<file path="src/rtl/instruction_fetch_unit.sv">
// rtl/instruction_fetch_unit.sv - fetch stage: 16/32-bit instruction assembly, FIFO to decode, branch redirect
module instruction_fetch_unit #(
    parameter int ADDR_WIDTH  = 6,
    parameter int WORD_WIDTH  = 16,
    parameter int QUEUE_DEPTH = 2,
    parameter int RESET_PC    = 0
) (
    input  logic                    clock,
    input  logic                    reset,
    output logic [ADDR_WIDTH-1:0]   fetch_rd1_addr,
    output logic [ADDR_WIDTH-1:0]   fetch_rd2_addr,
    input  logic [WORD_WIDTH-1:0]   fetch_rd1_data,
    input  logic [WORD_WIDTH-1:0]   fetch_rd2_data,
    input  logic                    redirect_valid,
    input  logic [ADDR_WIDTH-1:0]   redirect_pc,
    output logic                    decode_valid,
    input  logic                    decode_ready,
    output logic [2*WORD_WIDTH-1:0] decode_instr,
    output logic                    decode_long,
    output logic [ADDR_WIDTH-1:0]   decode_pc,
    output logic [$clog2(QUEUE_DEPTH+1)-1:0] queue_count
);

    localparam int PW = $clog2(QUEUE_DEPTH);
    localparam int CW = $clog2(QUEUE_DEPTH + 1);

    logic [ADDR_WIDTH-1:0]   pc_q, pc_d;
    logic [CW-1:0]           count_q, count_d;
    logic [PW-1:0]           rd_ptr_q, rd_ptr_d;
    logic [PW-1:0]           wr_ptr_q, wr_ptr_d;

    logic [2*WORD_WIDTH-1:0] instr_q [QUEUE_DEPTH];
    logic                    long_q  [QUEUE_DEPTH];
    logic [ADDR_WIDTH-1:0]   epc_q   [QUEUE_DEPTH];

    logic                    fetch_long;
    logic [2*WORD_WIDTH-1:0] fetch_instr;
    logic                    pop;
    logic                    push;

    // Memory addresses and assembly of the instruction sitting at pc
    always_comb begin
        fetch_rd1_addr = pc_q;
        fetch_rd2_addr = pc_q + ADDR_WIDTH'(1);
        fetch_long     = fetch_rd1_data[WORD_WIDTH-1];
        fetch_instr    = fetch_long ? {fetch_rd2_data, fetch_rd1_data}
                                    : {{WORD_WIDTH{1'b0}}, fetch_rd1_data};
        pop            = decode_valid & decode_ready;
        // A full queue can still accept when the head leaves in the same cycle
        push           = ~redirect_valid & ((count_q < CW'(QUEUE_DEPTH)) | pop);
    end

    // Next-state for pc, occupancy and pointers; redirect flushes everything
    always_comb begin
        pc_d     = pc_q;
        count_d  = count_q;
        rd_ptr_d = rd_ptr_q;
        wr_ptr_d = wr_ptr_q;
        if (redirect_valid) begin
            pc_d     = redirect_pc;
            count_d  = '0;
            rd_ptr_d = '0;
            wr_ptr_d = '0;
        end else begin
            if (push) begin
                pc_d     = pc_q + (fetch_long ? ADDR_WIDTH'(2) : ADDR_WIDTH'(1));
                wr_ptr_d = wr_ptr_q + PW'(1);
            end
            if (pop) begin
                rd_ptr_d = rd_ptr_q + PW'(1);
            end
            if (push && !pop) begin
                count_d = count_q + CW'(1);
            end else if (pop && !push) begin
                count_d = count_q - CW'(1);
            end
        end
    end

    // Control state registers; reset dominates redirect, push and pop
    always_ff @(posedge clock) begin
        if (reset) begin
            pc_q     <= ADDR_WIDTH'(RESET_PC);
            count_q  <= '0;
            rd_ptr_q <= '0;
            wr_ptr_q <= '0;
        end else begin
            pc_q     <= pc_d;
            count_q  <= count_d;
            rd_ptr_q <= rd_ptr_d;
            wr_ptr_q <= wr_ptr_d;
        end
    end

    // Entry storage; contents are only meaningful while counted as occupied
    always_ff @(posedge clock) begin
        if (!reset && push) begin
            instr_q[wr_ptr_q] <= fetch_instr;
            long_q[wr_ptr_q]  <= fetch_long;
            epc_q[wr_ptr_q]   <= pc_q;
        end
    end

    // Head presentation, zeroed while the queue is empty
    always_comb begin
        decode_valid = (count_q != '0);
        queue_count  = count_q;
        decode_instr = '0;
        decode_long  = 1'b0;
        decode_pc    = '0;
        if (decode_valid) begin
            decode_instr = instr_q[rd_ptr_q];
            decode_long  = long_q[rd_ptr_q];
            decode_pc    = epc_q[rd_ptr_q];
        end
    end

endmodule
</file>
<file path="config.mk">
export PLATFORM = sky130hd
export DESIGN_NAME = instruction_fetch_unit
export DESIGN_NICKNAME = d
export VERILOG_FILES = /design/src/rtl/instruction_fetch_unit.sv
export SDC_FILE = /design/constraint.sdc
export NUM_CORES = 1
export LEC_CHECK = 0
export ABC_AREA = 1
export CORE_ASPECT_RATIO = 1.2
export CORE_MARGIN = 5
export CORE_UTILIZATION = 45
export DETAILED_ROUTE_END_ITERATION = 8
export GPL_ROUTABILITY_DRIVEN = 0
export PLACE_DENSITY = 0.75
export SLEW_MARGIN = 20
export SYNTH_ARGS = -nofsm -noshare
export SYNTH_HDL_FRONTEND = slang
export SYNTH_SLANG_ARGS = --single-unit
</file>
<file path="constraint.sdc">
create_clock -name clock -period 5.58 [get_ports clock]
set_input_delay 0.837 -clock clock [delete_from_list [all_inputs] [get_ports clock]]
set_output_delay 0.837 -clock clock [all_outputs]
set_load 0.05 [all_outputs]
</file>
==> metrics.md <==
| Metric | Value |
|---|---|
| Initial antenna violation count | 0 |
| Worst Hold Class | flop to flop |
| Peak VDD IR | ~140 uV |
| Htree depth | 3 |
| DP Worst Slack | 2230 ps |
| Final setup violation count | 0 |
| P per Cell Area | between 200 and 300 nW/um^2 |
| Crit. End Element | output port |
| CTS Sinks | between 80 and 90 |
| Most frequent cells in the layout | nand2_1, clkdlybuf4s50_1, edfxtp_1 |
| Vias/cell | 4.92 |
| Synth-to-Final Area Change | 32.9% |
| Total power | about 1500 uW |
| GRT Resource Usage Total | between 10% and 20% |
| Final setup margin | 2090 ps |
| CTS Hold Bufs | 0 |
| Die Area | a little over 10000 um^2 |
| Synthesized area | approximately 3700 um^2 |
| FP Rows | 36 |
| Fin crit share | between 60% and 70% |
| Syn Nets | between 300 and 400 |
| Final #Nets | 492 |
| Number of global-route vias before repair | approximately 2.7k |
| Latest clock arrival within the worst-skew pair | 340 ps |
| # IOs | 96 |
| Root Driver | clkbuf_8 |
| Library cells used by synthesis | 24 |
| Fin crit period | about 3500 ps |
| DP Wirelength | between 5000 and 6000 um |
| First-pass GRT wire length | between 10000 and 15000 um |
| Cells after Synth | around 350 |
| Slew Limit Fails | 0 |
| Worst Tran Pin Value | a little over 900 ps |
| Synth Warn # | 0 |
| Fin. Hold Viols | 0 |
| Critical path's slowest cell | clkdlybuf4s50_1 |
| Routed WL | about 8000 um |
| Iter 0 DRT Violations | around 120 |
| Critical path's top delay family | buffers and inverters |
| DIE WIDTH | around 93 um |
| Pin count of the biggest net entering global routing | 40 |
| Area contributors post-synth | edfxtp_1, nand2_1, a21oi_1, dfxtp_1, inv_1 |
| Buf/Inv on CP | 3 |
| Die Height | approximately 110 um |
| Status | finished, final reports clean |
| Leak | about 0.0019 uW |
| Share of cells above drive strength 1 | under 10% |
| Residual DRC | 0 |
| CP startpoint kind | flop |
| CP Data Required Time | about 4700 ps |
| Crit path cell chain | buf_4 > inv_2 > nand2_1 > a21oi_1 > clkdlybuf4s50_1 |
| Fin util | between 60% and 70% |
| Maximum clock rate | approximately 290 MHz |
| Clk_skew | 4.64 ps |
| Reg2reg path depth | 5 |
| Hold wc startpoint | rd_ptr_q$_SDFFE_PP0P_ |
| Max_slew headroom | between 30 and 40% |
| Unrepaired setup endpoints after global routing | false |
| WL/cell | ~15 um |
| Reg2reg start | queue_count[1]$_SDFFE_PP0P_ |
| 1st-pass router iterations | 4 |
| Top cell type's share of synthesized area | 61.3% |
| CTS Buffer Depth | 2 |
| Crit path DAT | 2650 ps |
| Commonest non-fill, non-tap cell in the layout | nand2_1 |
| Port-buffer cells | 95 |
| Slowest stage delay, CP | between 800 and 900 ps |
| Gr ovfl total | 0 |
| Top FF cell, synth | edfxtp_1 |
| Setup TNS | 0 ps |
| Yosys reg bits | just under 90 |
| Worst-path clk slew | about 80 ps |
| Number of flops mapped to enable cells by yosys | 76 |
| Min-Delay Endpoint | rd_ptr_q$_SDFFE_PP0P_ |
| MaxCap Viol Count | 0 |
| Critical path peak fanout | 39 |
| Setup bufs post-CTS | 0 |
| Starting density of the core | between 40 and 50% |
| Register area share after synthesis | 67.2% |
| Flop2flop setup slack | between 3000 and 4000 ps |
| Antenna diodes | 0 |
| Hold Crit Depth | 1 |
| Critical path type | flop to output port |
| Core Area | just over 8000 um^2 |
| Crit Reg-Reg Endpoint | instr_q[0][0]$_DFFE_PP_ |
| Total number of vias | approximately 2.7k |
| Syn avg cell area | between 10 and 15 um^2 |
| CTS Buf Count | 9 |
| CTS-repair resized insts | 0 |
| Detail Route Antenna Nets | 0 |
| Area leader, netlist | edfxtp_1 |
| CTS tree | yes |
| Asr flop ratio synth | 0% |
## worst max-delay path by stage
stage / from / end / slack [ps] / cells past startpoint
global route: flop / decode_pc[2] / 1930 / 5
floorplan: redirect_valid / epc_q[0][0]$_DFFE_PP_ / 1220 / 4
CTS: flop / decode_pc[2] / 2070 / 5
global placement: flop / decode_pc[0] / 2100 / 5
detailed placement: fetch_rd1_data[15] / fetch_rd1_addr[2]$_SDFFE_PP0P_ / 2230 / 11
finish: flop / decode_pc[2] / 2090 / 5
## cells by family after synthesis
group,Yosys count,synth area share (%)
and+or+nand+nor,145,16.2
DFF,87,67.2
AOI/OAI and AO/OA,56,7.66
buffers and inverters,52,5.61
xor gates and xnor gates,5,1.18
adders and majority gates,5,1.88
muxes,1,0.269
## state kept, by name, summed over array words and instances (netlist names), named ones only
name,cells
rd_ptr_q,1
epc_q,12
queue_count,2
instr_q,64
wr_ptr_q,1
fetch_rd1_addr,6
## power by group
group          switching (uW)  leakage [uW]  internal, uW  total [uW]
combinational             213       0.00104           110         323
clock                     198     0.0000861           203         401
sequential               16.0      0.000795           737         753
total                     427       0.00192          1050        1480
## worst register-to-register path, cell delays in order, from the launching register on
cell,delay [ps]
dfxtp_1,390
nor2_4,760
nor2_4,120
nor2_8,190
nor3_2,70
buf_4,230
## layout make-up
class | count | area [um^2]
flip-flops and latches | 87 | 2500
clock buffers | 11 | 131
multi-input cells | 212 | 1030
clock inverters | 5 | 48.8
well taps | 95 | 119
inverters | 35 | 131
repair buffers | 100 | 988
fillers | 670 | 3160
## metrics by stage
step                      hold WS (ps)  cells  instance area [um^2]
final                              466    545                  4950
after global routing               489    545                  4950
after CTS                          461    545                  4950
after detailed placement           452    529                  4770
after global placement             437    529                  4770
after floorplan                    425    351                  3720
## layer usage
layer	wire, um	global-route usage (%)	vias to the layer above
met3	435	5.27	8
met1	3260	18.5	1245
met5	0	0	-
met2	4230	28.8	82
li1	-	-	1346
met4	114	7.54	0
## cells in the mapped netlist (2+ instances only)
master / n
ha_1: 4
inv_1: 33
a21oi_1: 49
buf_2: 8
xor2_1: 5
inv_2: 2
nand2_1: 115
edfxtp_1: 76
nor3_1: 3
clkbuf_1: 8
o21ai_0: 5
nand2_2: 2
nand3_1: 10
o21bai_1: 2
nor2_1: 10
dfxtp_1: 11
(Power assumes the default switching activity.)
